File: src/rtl/seq_divider_pkg.sv
// Shared definitions for the sequential restoring divider.
package seq_divider_pkg;

  localparam int DEFAULT_WIDTH = 8;

  typedef enum logic [1:0] {
    IDLE = 2'd0,
    CALC = 2'd1,
    DONE = 2'd2
  } state_t;

endpackage : seq_divider_pkg

File: src/rtl/div_qreg.sv
// Quotient shift register: parallel load of the dividend, then one left
// shift per iteration with the new quotient bit entering at bit 0.
module div_qreg
  import seq_divider_pkg::*;
#(
  parameter int WIDTH = DEFAULT_WIDTH
) (
  input  logic             clk,
  input  logic             reset,
  input  logic             load_i,
  input  logic [WIDTH-1:0] load_val_i,
  input  logic             shift_i,
  input  logic             serial_i,
  output logic [WIDTH-1:0] q_o
);

  logic [WIDTH-1:0] q_q, q_d;

  // Load has priority over shift; otherwise hold.
  always_comb begin
    q_d = q_q;
    if (load_i) begin
      q_d = load_val_i;
    end else if (shift_i) begin
      q_d = {q_q[WIDTH-2:0], serial_i};
    end
  end

  // Register with synchronous clear.
  always_ff @(posedge clk) begin
    if (reset) begin
      q_q <= '0;
    end else begin
      q_q <= q_d;
    end
  end

  assign q_o = q_q;

endmodule : div_qreg

File: src/rtl/seq_divider.sv
// Sequential restoring divider, one quotient bit per cycle.
//
// Handshakes: a transfer happens on a rising edge where valid && ready.
// in_ready is high only in IDLE, out_valid only in DONE; the producer may
// hold in_valid and the consumer may hold out_ready low for any time, and
// the result outputs stay stable until the next result is loaded.
module seq_divider
  import seq_divider_pkg::*;
#(
  parameter int WIDTH = DEFAULT_WIDTH
) (
  input  logic             clk,
  input  logic             reset,
  input  logic             in_valid,
  output logic             in_ready,
  input  logic [WIDTH-1:0] dividend,
  input  logic [WIDTH-1:0] divisor,
  output logic             out_valid,
  input  logic             out_ready,
  output logic [WIDTH-1:0] quotient,
  output logic [WIDTH-1:0] remainder,
  output logic             div_by_zero,
  output state_t           state_o
);

  localparam int CW = $clog2(WIDTH) + 1;

  state_t           state_q, state_d;
  logic [WIDTH:0]   r_q, r_d;
  logic [WIDTH-1:0] d_q, d_d;
  logic [CW-1:0]    cnt_q, cnt_d;
  logic [WIDTH-1:0] quot_q, quot_d;
  logic [WIDTH-1:0] rem_q, rem_d;
  logic             dbz_q, dbz_d;

  logic [WIDTH-1:0] q_cur;
  logic [WIDTH-1:0] q_next;
  logic [WIDTH+1:0] r_shift;
  logic [WIDTH+1:0] trial;
  logic             trial_ok;
  logic             accept;
  logic             div_zero;
  logic             last_iter;

  assign accept    = in_valid && (state_q == IDLE);
  assign div_zero  = (divisor == '0);
  assign last_iter = (cnt_q == CW'(WIDTH - 1));

  // {R,Q} shifted left by one, with one extra guard bit so the trial
  // subtraction's sign is simply its MSB.
  assign r_shift  = {r_q, q_cur[WIDTH-1]};
  assign trial    = r_shift - {2'b00, d_q};
  assign trial_ok = ~trial[WIDTH+1];
  assign q_next   = {q_cur[WIDTH-2:0], trial_ok};

  div_qreg #(.WIDTH(WIDTH)) u_qreg (
    .clk       (clk),
    .reset     (reset),
    .load_i    (accept),
    .load_val_i(dividend),
    .shift_i   (state_q == CALC),
    .serial_i  (trial_ok),
    .q_o       (q_cur)
  );

  // FSM state register.
  always_ff @(posedge clk) begin
    if (reset) begin
      state_q <= IDLE;
    end else begin
      state_q <= state_d;
    end
  end

  // FSM next-state logic.
  always_comb begin
    state_d = state_q;
    case (state_q)
      IDLE:    if (accept) state_d = div_zero ? DONE : CALC;
      CALC:    if (last_iter) state_d = DONE;
      DONE:    if (out_ready) state_d = IDLE;
      default: state_d = IDLE;
    endcase
  end

  // FSM outputs.
  always_comb begin
    in_ready  = (state_q == IDLE);
    out_valid = (state_q == DONE);
    state_o   = state_q;
  end

  // Datapath next-state: operand capture, iteration step, result load.
  always_comb begin
    r_d    = r_q;
    d_d    = d_q;
    cnt_d  = cnt_q;
    quot_d = quot_q;
    rem_d  = rem_q;
    dbz_d  = dbz_q;
    if (accept) begin
      r_d   = '0;
      d_d   = divisor;
      cnt_d = '0;
      if (div_zero) begin
        quot_d = '1;
        rem_d  = dividend;
        dbz_d  = 1'b1;
      end
    end else if (state_q == CALC) begin
      r_d   = trial_ok ? trial[WIDTH:0] : r_shift[WIDTH:0];
      cnt_d = cnt_q + 1'b1;
      if (last_iter) begin
        quot_d = q_next;
        rem_d  = r_d[WIDTH-1:0];
        dbz_d  = 1'b0;
      end
    end
  end

  // Datapath registers.
  always_ff @(posedge clk) begin
    if (reset) begin
      r_q    <= '0;
      d_q    <= '0;
      cnt_q  <= '0;
      quot_q <= '0;
      rem_q  <= '0;
      dbz_q  <= 1'b0;
    end else begin
      r_q    <= r_d;
      d_q    <= d_d;
      cnt_q  <= cnt_d;
      quot_q <= quot_d;
      rem_q  <= rem_d;
      dbz_q  <= dbz_d;
    end
  end

  assign quotient    = quot_q;
  assign remainder   = rem_q;
  assign div_by_zero = dbz_q;

endmodule : seq_divider

File: config.mk
export PLATFORM = sky130hd
export DESIGN_NAME = seq_divider
export DESIGN_NICKNAME = d
export VERILOG_FILES = /design/src/rtl/seq_divider_pkg.sv /design/src/rtl/div_qreg.sv /design/src/rtl/seq_divider.sv
export SDC_FILE = /design/constraint.sdc
export NUM_CORES = 1
export LEC_CHECK = 0
export ABC_AREA = 1
export CORE_UTILIZATION = 50
export DETAILED_ROUTE_END_ITERATION = 7
export GPL_ROUTABILITY_DRIVEN = 1
export PLACE_DENSITY = 0.75
export SLEW_MARGIN = 5
export SYNTH_ARGS = -nofsm -noshare
export SYNTH_HDL_FRONTEND = slang
export SYNTH_SLANG_ARGS = --single-unit
File: constraint.sdc
create_clock -name clk -period 5.4 [get_ports clk]
set_clock_uncertainty 0.15 [all_clocks]
set_input_delay 0.54 -clock clk [delete_from_list [all_inputs] [get_ports clk]]
set_output_delay 0.54 -clock clk [all_outputs]
set_load 0.01 [all_outputs]
==> flow_summary.toml <==
[flow_run]
cap_violations = 0

[sta]
tns_ns = 0
worstMarginPinSlew_ns = 0.9601
hold-worst-slack_ns = 0.3157
post-route-min-period_ns = 2.608
slew_violations = 0
rsz0062_at_grt = "no"
relSlewSlack = 0.3592
post-route-period-util = 0.4829
setup_viol = 0
finalHoldViolCount = 0
fmax_mhz = 383.5

[route]
ant_nets = 0
firstDrtPassIters = 5
wl_um = 6027
drt_iter0_drc = 156
via_per_inst = 5.150
wl_per_cell_um = 12.74
vias = 2436
drt_drc_violations_left = 0

[clock_network]
root_buffer = "clkbuf_8"
cts_tree = "yes"
clock_sinks = 48
clk_pin_slew_ns = 0.09
ctsHoldBuffers = 0
cts-resized-gates = 0
cts_setup_buffers = 0
cts_buffer_depth = 2
htree_levels = 2
clk_latency_ns = 0.30
numCtsBuffers = 5

[layout]
drive_above_1_share = 0.07882
final_cell_mix = "nand2_1 (97), inv_1 (55), dfxtp_1 (48)"
design_area_um2 = 3120
insertedDiodeCount = 0
final_nets = 435
final_common_cell = "nand2_1"
syn2layout_area_growth_pct = 19.39
fill_cells = 459
final_core_util = 0.6395

[die]
start_util = 0.5356
die_w_um = 74.30
core-area_um2 = 4880
boundaryPins = 41
die_h_um = 74.30
rows = 25
die-area_um2 = 5520

[yosys]
synth_cells = 370
postSynthAreaPerCell_um2 = 7.064
syn_nets = 400
netlist_area_um2 = 2614
seq_area_frac_synth = 0.3676
synth_cell_types = 35
ys_ff_latch = 48
synth_warnings = 0

[global_routing]
antenna_found_initial = 0
grt-ovfl-total = 0
grt_usage = 0.2380
grt_max_degree = 24
grt_pass1_vias = 2213
grt_pass1_wl_um = 10120

[placed_design]
gp_congestion = 0.8342
dpl_cell_area_um2 = 3024
io_buffers = 40
place_hpwl_um = 4521

[worst_setup_path]
cp.required_ns = 5.45
worstPathMaxFanout = 19
worstSetupStartpointType = "input pin"
cp-end-kind = "flop"
path_class = "in -> reg"
critical_path_arrival_ns = 2.66

[power]
switching_share = 0.3486
seq_power_share = 0.431
pwr_density_cell_nw_per_um2 = 283.5
power.leakage_nw = 1.407
p_int_w = 0.0005762
clkPwrFrac = 0.255
ir_drop_v = 0.0001900
switching_power_w = 0.0003084
power.share.combinational = 0.315

[min_path]
hold_path.class = "reg -> reg"

[run_status]
status = "finished clean"
[per-stage QoR]
step / setup slack, ns / instances / power (W)
4_1_cts: 2.847 / 473 / 0.0008851
5_1_grt: 2.636 / 473 / 0.0009396
2_1_floorplan: 3.421 / 370 / 0.0006026
3_3_place_gp: 2.551 / 465 / 0.0006606
6_report: 2.792 / 473 / 0.0008846
3_5_place_dp: 2.517 / 465 / 0.0006648
[synthesized netlist by cell type]
library cell  count  share of area
nand2_1          97           0.14
nand2_2          12          0.029
nor2_1           24          0.034
o22a_1            1         0.0034
o211ai_1          1         0.0029
nand2_4           1         0.0043
inv_1            55          0.079
a21oi_1          32          0.061
nand2_8           1         0.0077
clkbuf_8          2          0.011
a31oi_1           7          0.017
and2_1            1         0.0024
nand3_1          21          0.040
o21ai_1           1         0.0019
xor2_1            1         0.0034
nor2_4            1         0.0043
dfxtp_1          48           0.37
nand3_4           1         0.0067
a221oi_1          1         0.0034
nand3b_1          2         0.0057
nor2_2            2         0.0048
buf_2             7          0.013
or2_1             1         0.0024
fa_1              1         0.0077
clkbuf_1          3         0.0043
nor3_2            1         0.0038
nand4_1           1         0.0024
ha_1              9          0.043
nand4_4           1         0.0081
a21oi_4           1         0.0062
inv_2             2         0.0029
nand3_2           1         0.0038
xnor2_1           5          0.017
o21ai_0          19          0.036
o221ai_1          6          0.020
[path summary, 6_finish.rpt]
kind	startpoint	end	slack (ns)	cells past startpoint
max	reset	r_q[3]	2.79	6
min	d_q[6]	d_q[6]	0.32	2
max reg2reg	state_o[0]	remainder[0]	2.87	7
min reg2reg	d_q[6]	d_q[6]	0.32	2
[worst max-delay path, cell delays in order]
cell and delay [ns]:
clkdlybuf4s50_1 0.92, inv_1 0.47, nand2_1 0.50, a21oi_1 0.09
nand2_1 0.09, inv_1 0.04
[logic make-up (layout without fill, tap and decap cells)]
kind of cell,after synthesis,count (layout),synth area share
and+or+nand+nor,168,168,0.2992
AOI/OAI and AO/OA,69,69,0.1522
buffers and inverters,69,105,0.1101
DFF,48,48,0.3676
adders and majority gates,10,10,0.05074
xor gates and xnor gates,6,6,0.02011
[power groups by stage]
stage,clock network [W],registers (W),logic (W)
finish,0.000225,0.000381,0.000278
global route,0.000240,0.000383,0.000317
CTS,0.000227,0.000381,0.000277
detailed placement,0,0.000389,0.000276
global placement,0,0.000389,0.000271
floorplan,0,0.000387,0.000216
[registers in the layout, indices dropped and copies added (netlist names)]
name	count
quotient	8
div_by_zero	1
cnt_q	4
state_o	2
r_q	9
u_qreg.q_o	8
remainder	8
d_q	8
[layout make-up]
cell class / instances / area, um2 / share of cell area
Timing Repair Buffer: 40 / 400.4 / 0.1283
Clock buffer: 6 / 82.58 / 0.02646
Clock inverter: 2 / 13.76 / 0.004411
Tap cell: 67 / 83.83 / 0.02686
Multi-Input combinational cell: 253 / 1365 / 0.4375
Sequential cell: 48 / 960.9 / 0.3079
Inverter: 57 / 214.0 / 0.06856
[per-layer routing]
metal,track usage,routed length [um],vias to the layer above
met3,0.03523,232,14
met2,0.3758,2717,62
met5,0,0,-
met1,0.3345,2972,1108
met4,0.07966,105,0
li1,-,-,1252
(Power assumes the default switching activity.)
